## config.mk

```make
export PLATFORM = sky130hd
export DESIGN_NAME = disp_sink_flat
export DESIGN_NICKNAME = d
export VERILOG_FILES = /design/src/rtl/disp_sink_if.sv /design/src/rtl/disp_sink.sv /design/src/flat_wrapper.sv
export SDC_FILE = /design/constraint.sdc
export NUM_CORES = 1
export LEC_CHECK = 0
export ABC_CLOCK_PERIOD_IN_PS = 1850
export BUFFER_PORTS_ARGS = -buffer_cell sky130_fd_sc_hd__buf_2
export CAP_MARGIN = 20
export CORE_AREA = 2 2 134 136
export CTS_CLUSTER_DIAMETER = 30
export DETAILED_ROUTE_END_ITERATION = 7
export DIE_AREA = 0 0 136 138
export GPL_TIMING_DRIVEN = 0
export HOLD_SLACK_MARGIN = 0.12
export PLACE_DENSITY = 0.84
export SYNTH_ARGS = -nofsm -noshare
export SYNTH_HDL_FRONTEND = slang
export SYNTH_SLANG_ARGS = --single-unit
```

## constraint.sdc

```tcl
create_clock -name clk_pix -period 1.85 [get_ports clk_pix]
set_input_delay 0.4625 -clock clk_pix [delete_from_list [all_inputs] [get_ports clk_pix]]
set_output_delay 0.4625 -clock clk_pix [all_outputs]
set_load 0.02 [all_outputs]
```

## src/rtl/disp_sink_if.sv

```systemverilog
// Display pixel stream bundle (sync, data enable, RGB) shared by the
// driving top and the disp_sink receiver.
interface disp_sink_if #(
    parameter int BPC = 5
);
    // Stream semantics: there is no backpressure. The source presents one
    // pixel slot per clk_pix cycle; disp_de high marks an active pixel whose
    // colour on disp_r/g/b is valid in that same cycle, and the sink always
    // accepts it (an implicit ready that is permanently high).
    logic           disp_vsync;
    logic           disp_de;
    logic [BPC-1:0] disp_r;
    logic [BPC-1:0] disp_g;
    logic [BPC-1:0] disp_b;

    modport master (
        output disp_vsync, disp_de, disp_r, disp_g, disp_b
    );

    modport slave (
        input disp_vsync, disp_de, disp_r, disp_g, disp_b
    );
endinterface

```

## src/rtl/disp_sink.sv

```systemverilog
// Display-stream receiver: recovers x/y/frame from vsync and DE, measures
// active geometry, tracks lock and counts geometry errors.
// Optional frame CRC-16-CCITT signature enabled by defining DISP_SINK_CRC_EN.
// Pipeline: stage 1 registers the pins, stage 2 holds counters and events,
// stage 3 drives cap_* together with the lock state machine outputs.
module disp_sink #(
    parameter int   BPC    = 5,
    parameter int   CORDW  = 16,
    parameter logic VS_POL = 1'b1
) (
    input  logic             clk_pix,
    input  logic             rst_pix_n,
    disp_sink_if.slave       disp,
    output logic [CORDW-1:0] cap_x,
    output logic [CORDW-1:0] cap_y,
    output logic             cap_de,
    output logic             cap_frame,
    output logic [BPC-1:0]   cap_r,
    output logic [BPC-1:0]   cap_g,
    output logic [BPC-1:0]   cap_b,
    output logic [CORDW-1:0] meas_width,
    output logic [CORDW-1:0] meas_height,
    output logic             locked,
    output logic             lock_err,
    output logic [7:0]       err_cnt,
    output logic [15:0]      frame_crc,
    output logic             crc_valid,
    output logic [1:0]       fsm_state
);
    typedef enum logic [1:0] {
        SEARCH  = 2'd0,
        MEASURE = 2'd1,
        LOCKED  = 2'd2
    } state_t;

    function automatic logic [CORDW-1:0] sat_inc(input logic [CORDW-1:0] v);
        return (v == {CORDW{1'b1}}) ? v : v + 1'b1;
    endfunction

    // Stage 1 registers
    logic           s1_act, s1_act_d, s1_de, s1_de_d;
    logic [BPC-1:0] s1_r, s1_g, s1_b;
    logic           frame_ev, line_end;

    // Stage 2 registers
    logic             s2_de, s2_frame, s2_line_end;
    logic [BPC-1:0]   s2_r, s2_g, s2_b;
    logic [CORDW-1:0] x_cnt, y_cnt, s2_width, s2_height;
    logic [CORDW-1:0] y_after_line;

    // State machine registers
    state_t           state;
    logic [CORDW-1:0] ref_w;
    logic             have_ref, mismatch;
    logic             mm_now, lk_line_err, lk_frame_err;
    logic [CORDW-1:0] ref_now;

    // Register the pins; sync activity is normalised to active-high here.
    always_ff @(posedge clk_pix or negedge rst_pix_n) begin
        if (!rst_pix_n) begin
            s1_act   <= 1'b0;
            s1_act_d <= 1'b0;
            s1_de    <= 1'b0;
            s1_de_d  <= 1'b0;
            s1_r     <= '0;
            s1_g     <= '0;
            s1_b     <= '0;
        end else begin
            s1_act   <= (disp.disp_vsync == VS_POL);
            s1_act_d <= s1_act;
            s1_de    <= disp.disp_de;
            s1_de_d  <= s1_de;
            s1_r     <= disp.disp_r;
            s1_g     <= disp.disp_g;
            s1_b     <= disp.disp_b;
        end
    end

    assign frame_ev     = s1_act & ~s1_act_d;
    assign line_end     = s1_de_d & ~s1_de;
    // A line ending in the frame-event cycle still belongs to the old frame.
    assign y_after_line = line_end ? sat_inc(y_cnt) : y_cnt;

    // Coordinate counters plus the line/frame events that feed the FSM.
    always_ff @(posedge clk_pix or negedge rst_pix_n) begin
        if (!rst_pix_n) begin
            s2_de       <= 1'b0;
            s2_frame    <= 1'b0;
            s2_line_end <= 1'b0;
            s2_r        <= '0;
            s2_g        <= '0;
            s2_b        <= '0;
            x_cnt       <= '0;
            y_cnt       <= '0;
            s2_width    <= '0;
            s2_height   <= '0;
        end else begin
            s2_de       <= s1_de;
            s2_frame    <= frame_ev;
            s2_line_end <= line_end;
            s2_r        <= s1_r;
            s2_g        <= s1_g;
            s2_b        <= s1_b;
            if (s1_de)
                x_cnt <= s1_de_d ? sat_inc(x_cnt) : '0;
            if (line_end)
                s2_width <= sat_inc(x_cnt);
            if (frame_ev) begin
                s2_height <= y_after_line;
                y_cnt     <= '0;
            end else begin
                y_cnt <= y_after_line;
            end
        end
    end

    // Capture outputs, two cycles behind the pins.
    always_ff @(posedge clk_pix or negedge rst_pix_n) begin
        if (!rst_pix_n) begin
            cap_x     <= '0;
            cap_y     <= '0;
            cap_de    <= 1'b0;
            cap_frame <= 1'b0;
            cap_r     <= '0;
            cap_g     <= '0;
            cap_b     <= '0;
        end else begin
            cap_x     <= x_cnt;
            cap_y     <= y_cnt;
            cap_de    <= s2_de;
            cap_frame <= s2_frame;
            cap_r     <= s2_r;
            cap_g     <= s2_g;
            cap_b     <= s2_b;
        end
    end

    // A line end coinciding with a frame event is folded in before the
    // frame decision, so its width and its count land in the closing frame.
    assign mm_now       = mismatch | (s2_line_end & have_ref & (s2_width != ref_w));
    assign ref_now      = have_ref ? ref_w : s2_width;
    assign lk_line_err  = s2_line_end & (s2_width != meas_width);
    assign lk_frame_err = s2_frame & (s2_height != meas_height);

    // Lock tracking: SEARCH -> MEASURE -> LOCKED, dropping out on mismatch.
    always_ff @(posedge clk_pix or negedge rst_pix_n) begin
        if (!rst_pix_n) begin
            state       <= SEARCH;
            ref_w       <= '0;
            have_ref    <= 1'b0;
            mismatch    <= 1'b0;
            meas_width  <= '0;
            meas_height <= '0;
            locked      <= 1'b0;
            lock_err    <= 1'b0;
            err_cnt     <= '0;
        end else begin
            lock_err <= 1'b0;
            case (state)
                SEARCH: begin
                    if (s2_frame) begin
                        state    <= MEASURE;
                        have_ref <= 1'b0;
                        mismatch <= 1'b0;
                    end
                end
                MEASURE: begin
                    if (s2_frame) begin
                        if ((s2_height != '0) && !mm_now) begin
                            meas_width  <= ref_now;
                            meas_height <= s2_height;
                            locked      <= 1'b1;
                            state       <= LOCKED;
                        end
                        have_ref <= 1'b0;
                        mismatch <= 1'b0;
                    end else if (s2_line_end) begin
                        if (!have_ref) begin
                            ref_w    <= s2_width;
                            have_ref <= 1'b1;
                        end else if (s2_width != ref_w) begin
                            mismatch <= 1'b1;
                        end
                    end
                end
                LOCKED: begin
                    if (lk_line_err || lk_frame_err) begin
                        lock_err <= 1'b1;
                        err_cnt  <= (err_cnt == 8'hFF) ? err_cnt : err_cnt + 8'd1;
                        locked   <= 1'b0;
                        have_ref <= 1'b0;
                        mismatch <= 1'b0;
                        // A frame event in the same cycle starts a new measurement.
                        state    <= s2_frame ? MEASURE : SEARCH;
                    end
                end
                default: state <= SEARCH;
            endcase
        end
    end

    assign fsm_state = state;

`ifdef DISP_SINK_CRC_EN
    logic [15:0] crc_run, crc_snap;

    // CRC-16-CCITT over one {r,g,b} word per clock, MSB first.
    function automatic logic [15:0] crc_step(input logic [15:0] c,
                                             input logic [3*BPC-1:0] w);
        logic [15:0] r;
        r = c;
        for (int i = 3*BPC-1; i >= 0; i--)
            r = {r[14:0], 1'b0} ^ (((r[15] ^ w[i]) == 1'b1) ? 16'h1021 : 16'h0000);
        return r;
    endfunction

    // Running CRC in stage 2; snapshot and reload at each frame event.
    always_ff @(posedge clk_pix or negedge rst_pix_n) begin
        if (!rst_pix_n) begin
            crc_run  <= 16'hFFFF;
            crc_snap <= '0;
        end else if (frame_ev) begin
            crc_snap <= crc_run;
            crc_run  <= s1_de ? crc_step(16'hFFFF, {s1_r, s1_g, s1_b}) : 16'hFFFF;
        end else if (s1_de) begin
            crc_run <= crc_step(crc_run, {s1_r, s1_g, s1_b});
        end
    end

    // Publish the signature in step with cap_frame.
    always_ff @(posedge clk_pix or negedge rst_pix_n) begin
        if (!rst_pix_n) begin
            frame_crc <= '0;
            crc_valid <= 1'b0;
        end else begin
            crc_valid <= s2_frame;
            if (s2_frame)
                frame_crc <= crc_snap;
        end
    end
`else
    assign frame_crc = '0;
    assign crc_valid = 1'b0;
`endif
endmodule

```

## src/flat_wrapper.sv

```systemverilog
// flat-port wrapper written by rule: the top's interface ports become plain ports
module disp_sink_flat 
#(
    parameter int   BPC    = 5,
    parameter int   CORDW  = 16,
    parameter logic VS_POL = 1'b1
)
  (clk_pix, rst_pix_n, cap_x, cap_y, cap_de, cap_frame, cap_r, cap_g, cap_b, meas_width, meas_height, locked, lock_err, err_cnt, frame_crc, crc_valid, fsm_state, disp_disp_vsync, disp_disp_de, disp_disp_r, disp_disp_g, disp_disp_b);
  disp_sink_if #(.BPC(BPC)) disp_i ();
  input  logic clk_pix;
  input  logic rst_pix_n;
  output logic [CORDW-1:0] cap_x;
  output logic [CORDW-1:0] cap_y;
  output logic cap_de;
  output logic cap_frame;
  output logic [BPC-1:0] cap_r;
  output logic [BPC-1:0] cap_g;
  output logic [BPC-1:0] cap_b;
  output logic [CORDW-1:0] meas_width;
  output logic [CORDW-1:0] meas_height;
  output logic locked;
  output logic lock_err;
  output logic [7:0] err_cnt;
  output logic [15:0] frame_crc;
  output logic crc_valid;
  output logic [1:0] fsm_state;
  input wire logic [$bits(disp_i.disp_vsync)-1:0] disp_disp_vsync;
  input wire logic [$bits(disp_i.disp_de)-1:0] disp_disp_de;
  input wire logic [$bits(disp_i.disp_r)-1:0] disp_disp_r;
  input wire logic [$bits(disp_i.disp_g)-1:0] disp_disp_g;
  input wire logic [$bits(disp_i.disp_b)-1:0] disp_disp_b;
  assign disp_i.disp_vsync = disp_disp_vsync;
  assign disp_i.disp_de = disp_disp_de;
  assign disp_i.disp_r = disp_disp_r;
  assign disp_i.disp_g = disp_disp_g;
  assign disp_i.disp_b = disp_disp_b;
  disp_sink #(.BPC(BPC), .CORDW(CORDW), .VS_POL(VS_POL)) u_core (.clk_pix(clk_pix), .rst_pix_n(rst_pix_n), .disp(disp_i), .cap_x(cap_x), .cap_y(cap_y), .cap_de(cap_de), .cap_frame(cap_frame), .cap_r(cap_r), .cap_g(cap_g), .cap_b(cap_b), .meas_width(meas_width), .meas_height(meas_height), .locked(locked), .lock_err(lock_err), .err_cnt(err_cnt), .frame_crc(frame_crc), .crc_valid(crc_valid), .fsm_state(fsm_state));
endmodule
```

Yosys cells after proc, flatten, opt, wreduce, memory -nomap -nowiden:

Index checks and enable logic that the tools add are counted.

* $add $sub $neg: 3
* multiply operators: 0
* divide/modulo/power cells: 0
* $lt $le $gt $ge: 0
* eq/ne operators: 15
* shift-type cells: 0
* muxes and demuxes: 27
* bitwise gates (word level): 11
* reduce and logical (&&, ||, !) cells: 14

Operator list (number)
* $mux W16: 6
* $ne A16 B16 Y1: 3
* $add A16 B1 Y16 const B: 2
* $eq A16 B16 Y1 const B: 2
* $reduce_bool A16 Y1: 1
* $mux W1: 13
* $reduce_and A4 Y1: 3
* $ne A3 B1 Y1 const B: 3
* $reduce_and A3 Y1: 3
* $add A8 B1 Y8 const B: 1
* $eq A8 B8 Y1 const B: 1
* $mux W2: 4
* $ne A2 B1 Y1 const B: 4
* $and A1 B1 Y1: 6
* $pmux W1 S3: 2
* $pmux W2 S3: 1
* $reduce_and A6 Y1: 1
* $not A1 Y1: 4
* $reduce_bool A3 Y1: 1
* $eq A2 B1 Y1 const B: 1
* $eq A2 B2 Y1 const B: 1
* $logic_not A2 Y1: 1
* $pmux W1 S2: 1
* $reduce_bool A2 Y1: 1
* other kinds (4): 4

* register bits: 211
* bits in latches: 0
* memory bits (writable): 0
* ROM bits: 0
* output and inout port bits: 110
* word-level logic and storage cells: 102
* memories kept: 0

Longest topological paths before layout:

* depth after elaboration: 8
* depth in mapped cells: 7
* mapped depth without buffers: 6

Worst setup path after synthesis:

Ideal clock, no wire load.

* kind: reg2reg
* start: register u_core.y_cnt[0]
* end: register u_core.s2_height[14]
* library setup time: 0.128 ns
* data arrival time: 1.927 ns
* slack: -0.204 ns
* stages on the path, launching flop included: 8
* clock period less this slack: 2.054 ns
* path through: dfrtp_1 -> ha_1 -> nand3_1 -> or4_1 -> buf_2 -> or4_4 -> o21ai_2 -> o21ai_2

* longest elaborated chain between the ends: 3
* elaborated cells between the ends (all ways): 4

Ends and longest elaborated chain
* from (decl): line disp_sink.sv:48 `logic [CORDW-1:0] x_cnt, y_cnt, s2_width, s2_height;`
* from (signal assigned): line disp_sink.sv:112 `y_cnt <= y_after_line;`
* $add A16 B1 Y16 / $eq A16 B16 Y1 (equally long branches): line disp_sink.sv:37 `return (v == {CORDW{1'b1}}) ? v : v + 1'b1;`
* $mux W16 (*): line disp_sink.sv:37
* $mux W16 (*): line disp_sink.sv:82 `assign y_after_line = line_end ? sat_inc(y_cnt) : y_cnt;`
* to (signal assigned): line disp_sink.sv:109 `s2_height <= y_after_line;`
* to (decl): line disp_sink.sv:48

Mark *: on every way between the ends. The rest lies on a longest branch, timed or not.
A chain may end at the register's enable or synchronous reset.

Worst setup path in the final report:

* start: register u_core.ref_w[6]
* end: register u_core.meas_width[14]

* longest elaborated chain between the ends: 6

Ends and longest elaborated chain
* from (decl): line disp_sink.sv:53 `logic [CORDW-1:0] ref_w;`
* from (signal assigned): line disp_sink.sv:179 `ref_w <= s2_width;`
* $ne A16 B16 Y1: line disp_sink.sv:140 `assign mm_now = mismatch | (s2_line_end & have_ref & (s2_width != ref_w));`
* $and A1 B1 Y1: line disp_sink.sv:140
* $or A1 B1 Y1: line disp_sink.sv:140
* $logic_not A1 Y1: line disp_sink.sv:169 `if ((s2_height != '0) && !mm_now) begin`
* $logic_and A1 B1 Y1: line disp_sink.sv:169
* $reduce_and A3 Y1 (no line)
* to (signal assigned): line disp_sink.sv:170 `meas_width <= ref_now;`
* to (decl): line disp_sink.sv:21 `output logic [CORDW-1:0] meas_width,`

No other way between the ends.

==> run_results.csv <==
group,metric,value,unit
cts,cts_sinks,211,
power,internal-power,10200,uW
synthesis,yosysTopAreaCell,"dfrtp_1",
synthesis,synthTopCellsByCount,"211 x dfrtp_1, 60 x mux2_2, 59 x nand2_1, 59 x xnor2_1, 34 x nor2_1",
sta,worst_pin_slew,0.632,ns
run,max_cap_viol_count,0,
route,routed_wl,24.9,mm
synthesis,synth_fa_ha_area_share,0.435,%
hold_path,hold_path_class,"flip-flop to flip-flop",
synthesis,synth_compound_area_share,7.52,%
die,start_util,49.2,%
setup_path,required,2.22,ns
synthesis,synth-xor-area-share,7.30,%
power,p_leak,0.00577,uW
synthesis,syn_avg_cell_area,12.2,sq um
synthesis,synthTopCellsByArea,"dfrtp_1 61%, mux2_2 7.8%, xnor2_1 6.0%",
synthesis,ys.flop_type,"dfrtp_1",
sta,period_share,124,%
power,p_sw,3820,uW
power,power_density,1130,nW/um^2
outcome,status,"finished, violations left",
hold_path,worstHoldPathCells,0,
route,wl_per_cell,20.6,microns
global_route,antenna_found_initial,0,
setup_path,cp_max_fo,5,
cts,worstSkewPairLatency,0.51,ns
global_route,grt_max_degree,114,
cells_and_area,final_cells,1209,
route,drt_first_iter_violations,864,
global_route,grt_pass1_vias,6523,
setup_path,crit_arrival,2.66,ns
hold_path,min_from,"u_core.s2_g[2]",
placed_design,numPortBuffers,111,
cells_and_area,fill_cells,1106,
sta,slew_violations,0,
cts,cts_buffer_depth,3,
setup_path,crit_path_end_kind,"flip-flop",
cells_and_area,insertedDiodeCount,0,
cts,cts_root_buf,"clkbuf_16",
setup_path,worstReg2RegEnd,"u_core.meas_width[14]",
synthesis,postSynthCellCount,706,
die,fp.dieH,138,microns
hold_path,min_to,"u_core.cap_g[2]",
sta,hold_viol,0,
setup_path,r2r_start,"u_core.ref_w[6]",
route,vias,6769,
die,die-area,18800,sq um
global_route,grt_pass1_wl,34.6,mm
power,pwr-share-clk,46.7,%
power,swShare,27.3,%
cells_and_area,layout.nets,974,
sta,rsz0062_at_grt,"true",
cells_and_area,final_cell_area,12400,sq um
synthesis,synth_top_area_share,61.2,%
cts,clk_pin_slew,0.05,ns
synthesis,synth_simple_gate_area_share,10.8,%
synthesis,synthArstFlopShare,100,%
sta,fin_crit,2.28,ns
synthesis,yosysMostFrequentCell,"dfrtp_1",
die,num_rows,49,
die,die_w,136,microns
cts,cts_tree,"yes",
setup_path,critPathKind,"flip-flop to flip-flop",
power,p_seq_share,37.9,%
synthesis,synth_top_family_by_area,"simple AND/OR/NAND/NOR gates",
power,vdd_drop_max,0.928,mV
route,drtAntennaViolNets,0,
sta,fin_ws,-0.435,ns
sta,clock.fmax,438,MHz
route,first_pass_iters,5,
die,coreArea,17500,sq um
placed_design,dpl.cell_count,1063,
placed_design,dp_hpwl,12.7,mm
cells_and_area,syn_to_final_growth,43.1,%
placed_design,place_congestion,0.899,
die,ios,129,
synthesis,ys_warn_count,0,
sta,setup_violations,70,
synthesis,yosys_register_bits,211,
synthesis,yosysSeqAreaShare,61.2,%
global_route,grt_usage,23.1,%
synthesis,synth.area.mux_share,8.97,%
route,drc,0,
route,via_per_inst,5.60,
cells_and_area,drive_gt1_share,46.0,%
synthesis,synth_edf_count,0,
placed_design,place_area,9720,sq um
outcome,violations,"negative setup slack",
power,comb_power_share,15.5,%
setup_path,reg2reg_slack,-0.43,ns
setup_path,start_kind,"flip-flop",
cts,cts_buffers,37,
global_route,grt_overflow,0,
setup_path,worst_r2r_path_depth,7,
synthesis,syn_area,8630,sq um
sta,max_slew_margin,57.8,%
synthesis,yosysUniqueCellTypes,55,
sta,clock_skew,0.0244,ns
cts,htree_num_levels,2,
[per-layer routing]
metal / GRT usage, % / wire length, microns / vias to the layer above
li1: - / - / 2958
met1: 30.9 / 9820 / 3388
met2: 38.1 / 12800 / 360
met3: 4.40 / 1610 / 63
met4: 7.62 / 765 / 0
met5: 0 / 0 / -
[stage by stage]
stage                     TNS, ns  total power, uW  setup WS [ns]  util (%)  hold slack, ns
after floorplan             -3.74             6350         -0.182         -           0.167
after global placement    -672.01             6850          -3.09      55.2           0.332
after detailed placement   -28.60             6910         -0.456      55.4           0.335
after CTS                  -12.22            13700         -0.372      66.8           0.346
after global routing       -20.43            14400         -0.486      70.4           0.352
final                      -16.63            14000         -0.435      70.4           0.343
[power by group through the flow]
stage | Combinational (uW) | Clock, uW | Sequential [uW]
global placement | 1550 | 0 | 5290
detailed placement | 1600 | 0 | 5310
global route | 2300 | 6820 | 5320
finish | 2160 | 6520 | 5290
floorplan | 927 | 0 | 5420
CTS | 1890 | 6530 | 5240
[timing repair]
action	in CTS	in global routing
hold buffers	18	0
buffers inserted	31	38
setup endpoints to repair	117	109
cloned	2	2
pin swaps	21	41
endpoints found under the hold margin	115	0
gates resized for setup	86	80
[critical path: stages (launching register included)]
cell and delay, ns:
dfrtp_1 0.42, xnor2_2 0.19, nand4_1 0.15, o41a_1 0.53
a21oi_4 0.24, buf_12 0.17, clkbuf_16 0.15, mux2_4 0.29
[kinds of logic (layout without fill, tap and decap cells)]
| family | after synthesis | in the layout |
|---|---|---|
| flops | 211 | 211 |
| simple gates | 189 | 189 |
| compound gates | 97 | 97 |
| xor+xnor | 72 | 72 |
| mux | 69 | 69 |
| buf+inv | 64 | 322 |
| fa+ha+maj | 3 | 3 |
| other cells | 1 | 17 |
[registers in the layout, indices dropped and copies added (netlist names), 2 cells and up]
signal / count
u_core.cap_x: 16
u_core.cap_y: 16
u_core.meas_height: 16
u_core.meas_width: 16
u_core.ref_w: 16
u_core.s2_height: 16
u_core.s2_width: 16
u_core.x_cnt: 16
u_core.y_cnt: 16
u_core.err_cnt: 8
u_core.cap_b: 5
u_core.cap_g: 5
u_core.cap_r: 5
u_core.s1_b: 5
u_core.s1_g: 5
u_core.s1_r: 5
u_core.s2_b: 5
u_core.s2_g: 5
u_core.s2_r: 5
u_core.fsm_state: 2
[cell usage in the layout (no fill, tap or decap), types with 18 or more instances in the layout]
cell	count
buf_2	112
buf_4	74
clkbuf_1	18
clkbuf_16	41
dfrtp_1	181
dfrtp_2	30
dlygate4sd3_1	18
mux2_2	34
mux2_4	33
nand2_1	58
nand4_1	30
nor2_1	29
xnor2_1	35
xnor2_2	24
[cell type report]
cell class | instances | area [sq um] | share of cell area (%)
buffer | 39 | 278 | 2.25
sequential | 211 | 5320 | 43.1
timing repair buffer | 201 | 1420 | 11.5
clock buffer | 50 | 1070 | 8.64
clock inverter | 17 | 144 | 1.17
inverter | 15 | 60.1 | 0.486
multi-input combinational | 447 | 3780 | 30.6
tap | 229 | 287 | 2.32
[worst max-delay path by stage]
stage                        start                    end  slack, ns  depth (start not counted)
2_1_floorplan      u_core.y_cnt[0]   u_core.s2_height[14]      -0.18                          7
3_3_place_gp             rst_pix_n       u_core.cap_y[10]      -3.09                          1
3_5_place_dp   u_core.s2_width[14]  u_core.meas_width[10]      -0.46                          6
5_1_grt            u_core.ref_w[6]   u_core.meas_width[6]      -0.49                          7
6_report           u_core.ref_w[6]  u_core.meas_width[14]      -0.43                          7
4_1_cts           u_core.ref_w[11]  u_core.meas_width[10]      -0.37                          7
Power figures use the tool's default switching activity.
